==> config.mk <==
export PLATFORM = sky130hd
export DESIGN_NAME = tt_capture
export DESIGN_NICKNAME = d
export VERILOG_FILES = /design/src/rtl/tt_capture.sv
export SDC_FILE = /design/constraint.sdc
export NUM_CORES = 1
export LEC_CHECK = 0
export BUFFER_PORTS_ARGS = -buffer_cell sky130_fd_sc_hd__buf_4
export CAP_MARGIN = 20
export CORE_MARGIN = 3
export CORE_UTILIZATION = 25
export CTS_BUF_LIST = sky130_fd_sc_hd__clkbuf_8
export DETAILED_ROUTE_END_ITERATION = 6
export PLACE_DENSITY_LB_ADDON = 0.2
export SYNTH_ARGS = -nofsm -noshare
export SYNTH_HDL_FRONTEND = slang
export SYNTH_SLANG_ARGS = --single-unit
==> constraint.sdc <==
create_clock -name clk -period 2.4 [get_ports clk]
set_input_delay 0.12 -clock clk [delete_from_list [all_inputs] [get_ports clk]]
set_output_delay 0.12 -clock clk [all_outputs]
set_load 0.01 [all_outputs]
==> src/rtl/tt_capture.sv <==
// Sequential truth-table extractor: sweeps x over every pattern and records f_in into tt.
// Optional TT_CAPTURE_COMPARE_EN adds exp_tt and reports match / first mismatching index.
module tt_capture #(
    parameter int N_IN   = 7,
    parameter int SETTLE = 0
) (
    input  logic                   clk,
    input  logic                   rst_n,
    input  logic                   start,
    input  logic                   f_in,
    output logic [N_IN-1:0]        x,
    output logic                   busy,
    output logic                   done,
    output logic [(1<<N_IN)-1:0]   tt,
`ifdef TT_CAPTURE_COMPARE_EN
    output logic [N_IN:0]          ones,
    input  logic [(1<<N_IN)-1:0]   exp_tt,
    output logic                   match,
    output logic [N_IN-1:0]        first_err
`else
    output logic [N_IN:0]          ones
`endif
);

    localparam int              TT_W       = 1 << N_IN;
    localparam logic [N_IN-1:0] LAST_IDX   = N_IN'(TT_W - 1);
    localparam logic [3:0]      SETTLE_END = 4'(SETTLE);

    typedef enum logic {IDLE, RUN} state_t;

    state_t          state;
    logic [N_IN-1:0] idx;
    logic [3:0]      settle_cnt;

    // Each pattern is held SETTLE+1 cycles; f_in is only looked at on the last of them.
    always_ff @(posedge clk) begin
        if (!rst_n) begin
            state      <= IDLE;
            x          <= '0;
            idx        <= '0;
            settle_cnt <= '0;
            busy       <= 1'b0;
            done       <= 1'b0;
            tt         <= '0;
            ones       <= '0;
`ifdef TT_CAPTURE_COMPARE_EN
            match      <= 1'b1;
            first_err  <= '0;
`endif
        end else begin
            done <= 1'b0;
            case (state)
                IDLE: begin
                    if (start) begin
                        state      <= RUN;
                        busy       <= 1'b1;
                        x          <= '0;
                        idx        <= '0;
                        settle_cnt <= '0;
                        tt         <= '0;
                        ones       <= '0;
`ifdef TT_CAPTURE_COMPARE_EN
                        match      <= 1'b1;
                        first_err  <= '0;
`endif
                    end
                end
                RUN: begin
                    if (settle_cnt == SETTLE_END) begin
                        tt[idx] <= f_in;
                        ones    <= ones + {{N_IN{1'b0}}, f_in};
`ifdef TT_CAPTURE_COMPARE_EN
                        // match still high means this is the first mismatch, so its index is the lowest
                        if (f_in != exp_tt[idx]) begin
                            match <= 1'b0;
                            if (match)
                                first_err <= idx;
                        end
`endif
                        if (idx == LAST_IDX) begin
                            state <= IDLE;
                            busy  <= 1'b0;
                            done  <= 1'b1;
                            x     <= '0;
                            idx   <= '0;
                        end else begin
                            idx        <= idx + 1'b1;
                            x          <= idx + 1'b1;
                            settle_cnt <= '0;
                        end
                    end else begin
                        settle_cnt <= settle_cnt + 4'd1;
                    end
                end
                default: state <= IDLE;
            endcase
        end
    end

endmodule
==> impl_metrics.env <==
export IMPL_grt_pass1_vias=5968
export IMPL_synth_seq_cells=150
export IMPL_initial_core_util_pct=25.6
export IMPL_yosysTopAreaCell="dfxtp_1"
export IMPL_cts_sinks=150
export IMPL_cts_tree="done"
export IMPL_cts_buffer_depth=2
export IMPL_drive_gt1_share_pct=27.1
export IMPL_grt_pass1_wl_mm=37.7
export IMPL_ir_drop_mv=0.243
export IMPL_p_leak_uw=0.00301
export IMPL_final_cell_count_no_fill=1238
export IMPL_clock_skew_ps=17.4
export IMPL_grt_antenna_before_repair=0
export IMPL_startpoint="settle_cnt[0]$_SDFFE_PN0P_"
export IMPL_synth_most_common_cell="dfxtp_1"
export IMPL_clk_pin_slew_ps=100
export IMPL_cp_max_fo=16
export IMPL_syn_area_um2=6470
export IMPL_hold_viol_final=0
export IMPL_power_per_cell_area_nw_per_um2=582
export IMPL_critPathKind="reg2reg"
export IMPL_grt_max_degree=79
export IMPL_drt_initial_drc_count=566
export IMPL_worstPathBufferInverterCount=2
export IMPL_period_minus_slack_ps=2040
export IMPL_ios=149
export IMPL_dpl_cell_count=1205
export IMPL_ys_seq_area_share_pct=46.4
export IMPL_worst_slew_pin_slew_ps=819
export IMPL_nets=904
export IMPL_worst_setup_path_start_kind="flip-flop"
export IMPL_die_area_um2=27900
export IMPL_fillCellCount=2659
export IMPL_cts_root_buffer="clkbuf_8"
export IMPL_drtAntennaViolNets=0
export IMPL_finalSetupTns_ps=0
export IMPL_max_stage_delay_ps=380
export IMPL_rsz0062_at_grt="false"
export IMPL_cpMaxStageDelayCell="nand4bb_4"
export IMPL_insertion_delay_ps=460
export IMPL_yosys_warnings=0
export IMPL_gr_total_overflow=0
export IMPL_cts_buffers=17
export IMPL_cp_arrival_ps=2440
export IMPL_io_buffers=148
export IMPL_cts_resized=0
export IMPL_diodes=0
export IMPL_relSlewSlack_pct=45.4
export IMPL_period_share_pct=85.0
export IMPL_cp_cell_sequence="inv_1, ha_1, nand4bb_4, a211oi_4, buf_4, nand3_1, a21oi_1"
export IMPL_crit_required_ps=2800
export IMPL_fin_total_pwr_uw=4890
export IMPL_yosys_top_cells_count="dfxtp_1, a21oi_1, nand3_1, o21ai_0, o21ai_1"
export IMPL_synth_edff_count=0
export IMPL_die_w_um=167
export IMPL_die_h_um=167
export IMPL_drv_cap=0
export IMPL_wl_per_cell_um=20.1
export IMPL_postSynthCellCount=762
export IMPL_async_reset_ff_share_pct=0
export IMPL_synth_top_cell_area_share_pct=46.4
export IMPL_vias=6289
export IMPL_ys_flop_type="dfxtp_1"
export IMPL_max_freq_mhz=490
export IMPL_synth_fp_nets=771
export IMPL_wirelength_mm=24.9
export IMPL_drcViolationCount=0
export IMPL_place_congestion=0.771
export IMPL_rr_startpoint="settle_cnt[0]$_SDFFE_PN0P_"
export IMPL_area_growth_pct=29.7
export IMPL_vias_per_cell=5.08
export IMPL_grt_usage_pct=17.4
export IMPL_status="complete, no violations"
export IMPL_cts_max_level=4
export IMPL_drt_pass1_iter_count=5
export IMPL_synth_cell_types=49
export IMPL_critPathTopFamily="simple AND/OR/NAND/NOR gates"
export IMPL_critPathCaptureType="flip-flop"
export IMPL_dp_final_hpwl_mm=16.4
export IMPL_setup_viol=0
export IMPL_synthTopCellsByArea="dfxtp_1, a21oi_1, nand3_1, o21ai_0, o21ai_1"
export IMPL_hold_start="f_in"
export IMPL_coreArea_um2=25300
export IMPL_row_count=58
export IMPL_syn_avg_cell_area_um2=8.50
export IMPL_slew_violations=0
export IMPL_hold_class="in2reg"
==> path summary, 6_finish.rpt <==
path                            slack (ps)  depth (start not counted)                   end
worst max-delay path                   360                          7  tt[118]$_SDFFE_PN0P_
worst min-delay path                   100                          4  ones[0]$_SDFFE_PN0P_
worst max register to register         360                          7  tt[118]$_SDFFE_PN0P_
worst min register to register         470                          2   tt[71]$_SDFFE_PN0P_
==> worst min-delay path, delay by kind of cell <==
family                   cells  cell delay, ps
adder cells (fa/ha/maj)      1             130
AO/OA/AOI/OAI                1             110
buffers and inverters        1             100
AND/OR/NAND/NOR              1              40
==> metrics by stage <==
step,instance area [µm²],hold slack (ps),utilization (%),setup WS (ps)
6_report,8400,97.7,33.1,360
5_1_grt,8400,123,33.1,192
4_1_cts,8400,63.8,33.1,359
3_5_place_dp,7990,427,31.5,362
3_3_place_gp,7990,422,31.5,401
2_1_floorplan,6470,242,-,529
==> cell families (layout without fill, tap and decap cells) <==
family                   count (synthesis)  count (layout)  synth area share, %
XOR/XNOR                                 6               6                0.812
flip-flops                             150             150                 46.4
AO/OA/AOI/OAI                          288             288                 26.1
AND/OR/NAND/NOR                        225             225                 18.9
adder cells (fa/ha/maj)                  5               5                0.966
buffers and inverters                   84             230                 6.24
multiplexers                             4               4                0.638
==> what timing repair did <==
| item | CTS | global route |
|---|---|---|
| hold buffers | 1 | 0 |
| setup buffers | 0 | 0 |
| hold endpoints to repair | 2 | 0 |
==> layout by cell type, fill, tap and decap left out, drive strengths merged, types with 2 or more instances in the layout <==
master,n
a211oi,8
a21oi,128
a31oi,4
a41oi,2
and2,12
and3,8
buf,191
clkbuf,19
clkinv,4
dfxtp,150
ha,5
inv,13
mux2i,3
nand2,20
nand2b,4
nand3,116
nand4,29
nor2,18
nor2b,7
o211ai,17
o21ai,120
o31ai,6
or3,2
xnor2,2
xor2,4
==> layer usage <==
layer / vias to the layer above / wire, µm / global-route usage [%]
met5: - / 0 / 0
met4: 0 / 309 / 4.27
met3: 20 / 1170 / 3.28
met2: 173 / 11400 / 27.4
met1: 3043 / 11900 / 24.6
li1: 3053 / - / -
==> layout make-up <==
class	instances	area [µm²]	share of cell area (%)
clock inverter	13	139	1.65
sequential	150	3000	35.8
multi-input combinational	528	3080	36.6
inverter	6	22.5	0.268
tap	330	413	4.92
clock buffer	19	262	3.11
timing repair buffer	192	1480	17.6
==> sequential cells by signal, indices dropped and copies added (netlist names) <==
name	cells
settle_cnt	4
busy	1
tt	128
state	1
idx	7
ones	8
done	1
==> power breakdown <==
part	total (µW)	internal, µW	leakage (µW)	switching [µW]
registers	2510	2500	0.00121	16.9
clock network	2010	912	0.000204	1100
logic	357	93.2	0.00160	264
Note: power is estimated with default switching activity, not from simulation.
